--- src/rtl/dmem_arbiter.sv ---
// Two-port data-memory arbiter: IDLE -> ACCESS -> RESP, one single-cycle word access per grant.
// Define DMEM_ARB_RR_EN for round-robin tie-breaking; otherwise port 0 has fixed priority.
module dmem_arbiter (
    input  logic        clk,
    input  logic        rst,
    input  logic        req0_i,
    input  logic        req1_i,
    input  logic        we0_i,
    input  logic        we1_i,
    input  logic [31:0] addr0_i,
    input  logic [31:0] addr1_i,
    input  logic [31:0] wdata0_i,
    input  logic [31:0] wdata1_i,
    output logic        done0_o,
    output logic        done1_o,
    output logic        err0_o,
    output logic        err1_o,
    output logic [31:0] rdata0_o,
    output logic [31:0] rdata1_o,
    output logic        mem_ce_o,
    output logic        mem_we_o,
    output logic [31:0] mem_addr_o,
    output logic [31:0] mem_wdata_o,
    input  logic [31:0] mem_rdata_i
);

    typedef enum logic [1:0] {
        IDLE   = 2'd0,
        ACCESS = 2'd1,
        RESP   = 2'd2
    } state_t;

    state_t      state, state_nxt;
    logic        grant;
    logic        sel;
    logic        lat_we;
    logic        illegal;
    logic [31:0] lat_addr;
    logic [31:0] lat_wdata;
    logic [31:0] grant_addr;

`ifdef DMEM_ARB_RR_EN
    logic        last_grant;
`endif

    // Word-aligned and inside the 1 KiB window.
    function automatic logic is_illegal(input logic [31:0] addr);
        return (addr[1:0] != 2'b00) || (addr > 32'h0000_03FC);
    endfunction

    // NOTE: every signal written in always_comb gets a default first so no latch is inferred.
    always_comb begin
        state_nxt = state;
        grant     = 1'b0;
        case (state)
            IDLE: begin
                if (req0_i && req1_i) begin
`ifdef DMEM_ARB_RR_EN
                    grant = ~last_grant;
`else
                    grant = 1'b0;
`endif
                end else begin
                    grant = req1_i;
                end
                if (req0_i || req1_i) state_nxt = ACCESS;
            end
            ACCESS:  state_nxt = RESP;
            RESP:    state_nxt = IDLE;
            default: state_nxt = IDLE;
        endcase
    end

    assign grant_addr = grant ? addr1_i : addr0_i;

    // NOTE: sequential state uses non-blocking assignments only, so every flop samples pre-edge values.
    always_ff @(posedge clk or posedge rst) begin
        if (rst) state <= IDLE;
        else     state <= state_nxt;
    end

    always_ff @(posedge clk or posedge rst) begin
        if (rst) begin
            sel       <= 1'b0;
            lat_we    <= 1'b0;
            illegal   <= 1'b0;
            lat_addr  <= '0;
            lat_wdata <= '0;
            done0_o   <= 1'b0;
            done1_o   <= 1'b0;
            err0_o    <= 1'b0;
            err1_o    <= 1'b0;
            rdata0_o  <= '0;
            rdata1_o  <= '0;
`ifdef DMEM_ARB_RR_EN
            last_grant <= 1'b1;
`endif
        end else begin
            done0_o <= 1'b0;
            done1_o <= 1'b0;
            err0_o  <= 1'b0;
            err1_o  <= 1'b0;
            case (state)
                IDLE: begin
                    if (req0_i || req1_i) begin
                        sel       <= grant;
                        lat_we    <= grant ? we1_i : we0_i;
                        lat_addr  <= grant_addr;
                        lat_wdata <= grant ? wdata1_i : wdata0_i;
                        illegal   <= is_illegal(grant_addr);
`ifdef DMEM_ARB_RR_EN
                        last_grant <= grant;
`endif
                    end
                end
                // Completion and read capture share the edge that also commits the write.
                ACCESS: begin
                    if (sel) begin
                        done1_o <= 1'b1;
                        err1_o  <= illegal;
                        if (illegal)      rdata1_o <= '0;
                        else if (!lat_we) rdata1_o <= mem_rdata_i;
                    end else begin
                        done0_o <= 1'b1;
                        err0_o  <= illegal;
                        if (illegal)      rdata0_o <= '0;
                        else if (!lat_we) rdata0_o <= mem_rdata_i;
                    end
                end
                default: ;
            endcase
        end
    end

    // Memory strobes exist only in ACCESS, so reset silences them asynchronously via state.
    assign mem_ce_o    = (state == ACCESS) && !illegal;
    assign mem_we_o    = mem_ce_o && lat_we;
    assign mem_addr_o  = lat_addr;
    assign mem_wdata_o = lat_wdata;

endmodule

--- config.mk ---
export PLATFORM = sky130hd
export DESIGN_NAME = dmem_arbiter
export DESIGN_NICKNAME = d
export VERILOG_FILES = /design/src/rtl/dmem_arbiter.sv
export SDC_FILE = /design/constraint.sdc
export NUM_CORES = 1
export LEC_CHECK = 0
export BUFFER_PORTS_ARGS = -buffer_cell sky130_fd_sc_hd__buf_2
export CORE_AREA = 2 2 116 118
export CTS_CLUSTER_SIZE = 30
export DETAILED_ROUTE_END_ITERATION = 16
export DIE_AREA = 0 0 118 120
export GPL_ROUTABILITY_DRIVEN = 0
export HOLD_SLACK_MARGIN = 0.03
export PLACE_DENSITY = 0.8
export SLEW_MARGIN = 5
export SYNTH_ARGS = -nofsm -noshare
export SYNTH_HDL_FRONTEND = slang
export SYNTH_SLANG_ARGS = --single-unit
--- constraint.sdc ---
create_clock -name clk -period 15.1 [get_ports clk]
set_input_delay 3.775 -clock clk [delete_from_list [all_inputs] [get_ports clk]]
set_output_delay 3.775 -clock clk [all_outputs]
set_load 0.02 [all_outputs]
==> results of run 1 <==
[metal layers]
metal	vias up	part of all wire	track usage
met5	-	0	0
met4	0	0.016	0.0791
met3	19	0.067	0.0580
met2	221	0.50	0.389
met1	2460	0.41	0.284
li1	2490	-	-
[power by group]
group,internal [mW],switching [mW]
combinational,0.180,0.402
sequential,0.498,0.0650
clock,0.263,0.154
total,0.942,0.620
[worst max path at each step]
stage / from / to / slack [ns] / cells after the start
2_1_floorplan: rst / done0_o / 7.66 / 1
3_3_place_gp: req0_i / illegal / 9.34 / 5
3_5_place_dp: req0_i / illegal / 9.31 / 5
4_1_cts: req0_i / illegal / 9.72 / 5
5_1_grt: req0_i / illegal / 9.59 / 5
6_report: req0_i / illegal / 9.70 / 5
[registers in the layout (all words and copies together) (netlist names)]
name	count
done0_o	1
done1_o	1
err0_o	1
err1_o	1
illegal	1
lat_we	1
mem_addr_o	32
mem_wdata_o	32
rdata0_o	32
rdata1_o	32
sel	1
state	2
[area by class of cell]
type                            instances  area, um2  share of cell area
Clock buffer                           20        447              0.0559
Timing Repair Buffer                  302       1520               0.190
Multi-Input combinational cell        390       2210               0.276
Sequential cell                       137       3430               0.429
Inverter                                3       16.3             0.00204
Clock inverter                         12        150              0.0188
Tap cell                              176        220              0.0276
[through the flow]
| step | power [mW] | setup slack (ns) |
|---|---|---|
| after floorplan | 0.947 | 7.66 |
| after global placement | 1.14 | 9.34 |
| after detailed placement | 1.16 | 9.31 |
| after CTS | 1.58 | 9.72 |
| after global routing | 1.66 | 9.59 |
| final | 1.56 | 9.70 |
[cell families (layout without fill, tap and decap cells)]
kind of cell,Yosys count,in the layout,synth area share
flops,137,137,0.586
buf+inv,42,337,0.0400
compound gates,142,142,0.128
simple gates,192,192,0.150
mux,56,56,0.0958
[cells in the final DEF, fill, tap and decap left out, types with 2 or more instances in the layout]
master	n
buf_2	299
dfrtp_1	137
nand2_1	129
o21ai_0	121
mux2i_1	56
nand2b_1	34
clkbuf_16	17
nor4_1	10
o21ai_1	8
a22oi_1	8
nor2_1	4
clkinv_2	4
clkinvlp_4	3
bufinv_16	3
buf_4	3
nand2_2	2
inv_1	2
and2_1	2
nor3_1	2
clkbuf_1	2
clkinv_4	2
[worst register-to-register path, stage by stage, from the launching register on]
cell	delay [ns]
dfrtp_1	0.39
nor2_1	0.31
and2_4	0.88
a41oi_2	0.31
o22a_1	0.24
==> out/metrics.cfg, run 1 <==
[setup_path]
cpMaxStageDelayCell = and2_4
crit_buf_inv = 1
r2r-start = state[1]
r2r_slack_ns = 12.86
reg2reg_depth = 4
crit_family = simple AND/OR/NAND/NOR gates
crit_path_end_kind = flop
cp_max_fo = 59
r2r_end = illegal
path_cells = buf_2 > nor2b_2 > and2_4 > a41oi_2 > o22a_1
critical_path_class = primary input to flop
startpoint_type = primary input
crit_required_ns = 15.38
worstPathArrival_ns = 5.68
max_stage_delay_ns = 0.86

[logic_synthesis]
synth_top_area_frac = 0.586
synth-edff-count = 0
syn-cell-area_mm2 = 0.00585
synthCells = 569
synthFlopType = dfrtp_1
ys_top_cells_by_count = 137 x dfrtp_1, 131 x nand2_1, 122 x o21ai_0
synthTopCellsByArea = dfrtp_1 59%, o21ai_0 10%, mux2i_1 9.6%
ys_seq_area_frac = 0.586
ys_ff_latch = 137
yosys_warnings = 0
ys_async_sr_fraction = 1.00
synth_cell_types = 32
synth_area_leader_cell = dfrtp_1
yosysMostFrequentCell = dfrtp_1
avgSynthCellArea_um2 = 10.3
synth_nets = 735

[clock_network]
cts_hold_buf = 0
cts.sinks = 137
cts-resized-gates = 0
cts_tree = built
cts_root_buffer = clkbuf_16
cts-buffers-inserted = 17
post_cts_buffers = 0
cts.clk_slew.worst_paths_ns = 0.06
cts_htree_levels = 4
clock_insertion_delay_worst_skew_ns = 0.40
cts_buffer_depth = 2

[detailed_routing]
wirelength_um = 15900
route.vias.total = 5190
drtIter0Drc = 364
drcViolationCount = 0
postRouteAntennaNets = 0
vias_per_cell = 4.99
firstDrtPassIters = 5
wl_per_cell_um = 15.3

[cells_and_area]
utilization = 0.615
fin_nets = 1017
final_cells = 1040
synthToLayoutAreaGrowth_pct = 36.5
diodes = 0
fillerInstances = 1134
drive_gt1_frac = 0.395
design_area_mm2 = 0.00799

[run]
maxCapViolCount = 0

[sta]
tightest_slew_ns = 1.02
fin_worst_skew_ns = 0.00822
hold_viol_final = 0
max_freq_mhz = 185
holdWs_ns = 0.472
finalSetupViolCount = 0
setup_tns_ns = 0
max_slew_margin = 0.315
drv_slew = 0
rsz0062_at_grt = no
period_share = 0.358
fin_crit_ns = 5.40

[placement]
placedCellCount = 1008
dp_hpwl_um = 11500
postPlaceCellArea_mm2 = 0.00739
io_buffer_count = 299

[outcome]
status = complete, no violations

[worst_hold_path]
hp-start = rdata1_o[9]
worstHoldEndpoint = rdata1_o[9]
min_path_type = flop to flop
holdPathStages = 2

[pwr]
powerDensity_mw_per_mm2 = 196
leakagePower_nw = 4.04
vdd_ir_drop_max_mv = 0.0987

[die]
rows = 42
ios = 300
start_util = 0.451
die_h_um = 120
coreArea_mm2 = 0.0130
die_area_mm2 = 0.0142
die_x_um = 118

[global_routing]
track_usage = 0.229
grt_pass1_wl_um = 25400
grt_max_degree = 112
grt_pass1_vias = 5078
grt.overflow.total = 0
grt_antenna_before_repair = 0

Power figures use the tool's default switching activity.
==> run 2: changes to the inputs <==
--- a/config.mk
+++ b/config.mk
@@ -6,13 +6,13 @@
 export NUM_CORES = 1
 export LEC_CHECK = 0
 export BUFFER_PORTS_ARGS = -buffer_cell sky130_fd_sc_hd__buf_2
-export CORE_AREA = 2 2 116 118
+export CORE_MARGIN = 2
+export CORE_UTILIZATION = 46
 export CTS_CLUSTER_SIZE = 30
 export DETAILED_ROUTE_END_ITERATION = 16
-export DIE_AREA = 0 0 118 120
 export GPL_ROUTABILITY_DRIVEN = 0
 export HOLD_SLACK_MARGIN = 0.03
-export PLACE_DENSITY = 0.8
+export PLACE_DENSITY = 0.81
 export SLEW_MARGIN = 5
 export SYNTH_ARGS = -nofsm -noshare
 export SYNTH_HDL_FRONTEND = slang
==> constraint.sdc (replaced) <==
create_clock -name clk -period 5.45 [get_ports clk]
set_input_delay 1.3625 -clock clk [delete_from_list [all_inputs] [get_ports clk]]
set_output_delay 1.3625 -clock clk [all_outputs]
set_load 0.02 [all_outputs]
==> run 2 against run 1 <==
Compared with the run above:
- largest cell class unchanged
- worst setup slack got worse by 7.6 ns
- sequential cell count did not move
- register-to-register slack worse by 9.9 ns
- critical path type is now flop to output port
- worst hold slack hardly changed
- total power rose to 2.7 times the previous value
- final cell count fell by 0.38%
- non-clock buffer count stayed put
==> out/metrics.cfg, run 2 (synthesis results as in run 1) <==
[clock_network]
cts_tree = built
cts_root_buffer = clkbuf_16
cts.clk_slew.worst_paths_ns = 0.05
cts.sinks = 137
clock_insertion_delay_worst_skew_ns = 0.41
post_cts_buffers = 0
cts_htree_levels = 4
cts_hold_buf = 0
cts_buffer_depth = 2
cts-resized-gates = 0
cts-buffers-inserted = 17

[global_routing]
grt_pass1_vias = 4922
grt.overflow.total = 0
track_usage = 0.227
grt_pass1_wl_um = 23700
grt_max_degree = 108
grt_antenna_before_repair = 0

[die]
rows = 41
ios = 300
die_x_um = 117
die_h_um = 117
coreArea_mm2 = 0.0125
start_util = 0.468
die_area_mm2 = 0.0136

[placement]
placedCellCount = 1004
postPlaceCellArea_mm2 = 0.00740
io_buffer_count = 299
dp_hpwl_um = 11700

[sta]
rsz0062_at_grt = no
max_slew_margin = 0.294
max_freq_mhz = 300
setup_tns_ns = 0
fin_crit_ns = 3.33
hold_viol_final = 0
fin_worst_skew_ns = 0.00498
period_share = 0.611
tightest_slew_ns = 1.06
finalSetupViolCount = 0
drv_slew = 0

[cells_and_area]
design_area_mm2 = 0.00793
fin_nets = 1017
regArea_mm2 = 0.00343
fillerInstances = 1070
final_cells = 1036
multiInputGateArea_mm2 = 0.00221
layout_common_cells = 299 x buf_2, 137 x dfrtp_1, 129 x nand2_1, 121 x o21ai_0, 56 x mux2i_1
final_common_cell = buf_2
synthToLayoutAreaGrowth_pct = 35.5
drive_gt1_frac = 0.391
diodes = 0
utilization = 0.634

[detailed_routing]
drcViolationCount = 0
route.vias.total = 5172
drtIter0Drc = 389
wirelength_um = 16100
wl_per_cell_um = 15.5
vias_per_cell = 4.99
firstDrtPassIters = 4
postRouteAntennaNets = 0

[pwr]
leakagePower_nw = 4.02
powerDensity_mw_per_mm2 = 533
p_total_mw = 4.23
vdd_ir_drop_max_mv = 0.285

[setup_path]
startpoint_type = flop
critical_path_class = flop to output port
crit_required_ns = 4.09
reg2reg_depth = 4
r2r-start = illegal
worstPathArrival_ns = 1.97
cp_max_fo = 37
r2r_slack_ns = 2.97
crit_path_end_kind = output port
r2r_end = rdata1_o[13]

[worst_hold_path]
min_path_type = flop to flop
hp-start = rdata0_o[4]
holdPathStages = 2
worstHoldEndpoint = rdata0_o[4]

[run]
maxCapViolCount = 0

[outcome]
status = complete, no violations

run 2: per-stage QoR:
step	worst slack [ns]	hold slack [ns]
after floorplan	0.420	0.451
after CTS	2.06	0.478
after global routing	1.99	0.500
after global placement	2.08	0.456
final	2.12	0.472
after detailed placement	1.98	0.465
run 2: cell type report:
class | instances | share of cell area
sequential | 137 | 0.432
multi-input combinational | 390 | 0.278
timing repair buffer | 302 | 0.193
clock buffer | 23 | 0.0577
tap | 172 | 0.0271
clock inverter | 9 | 0.00947
inverter | 3 | 0.00205
run 2: worst max-delay path by stage:
stage | startpoint | endpoint
CTS | illegal | mem_we_o
finish | illegal | mem_we_o
floorplan | rst | done0_o
global route | illegal | mem_we_o
detailed placement | req0_i | mem_wdata_o[1]
global placement | req0_i | mem_wdata_o[12]
run 2: worst max-delay path, cell delays in order (launching register included):
cell      delay (ns)
dfrtp_1         1.04
nand2b_1        0.28
nor2_1          0.07
buf_2           0.17
run 2: routing by layer:
metal / up-vias / global-route usage / wire length (um)
li1: 2508 / - / -
met1: 2436 / 0.277 / 6510
met2: 203 / 0.376 / 7960
met3: 25 / 0.0685 / 1280
met4: 0 / 0.0925 / 317
met5: - / 0 / 0
run 2: report_power, final:
group / total (mW) / switching, mW / internal, mW
Sequential: 1.57 / 0.192 / 1.38
Combinational: 1.62 / 1.11 / 0.509
Clock: 1.04 / 0.403 / 0.634
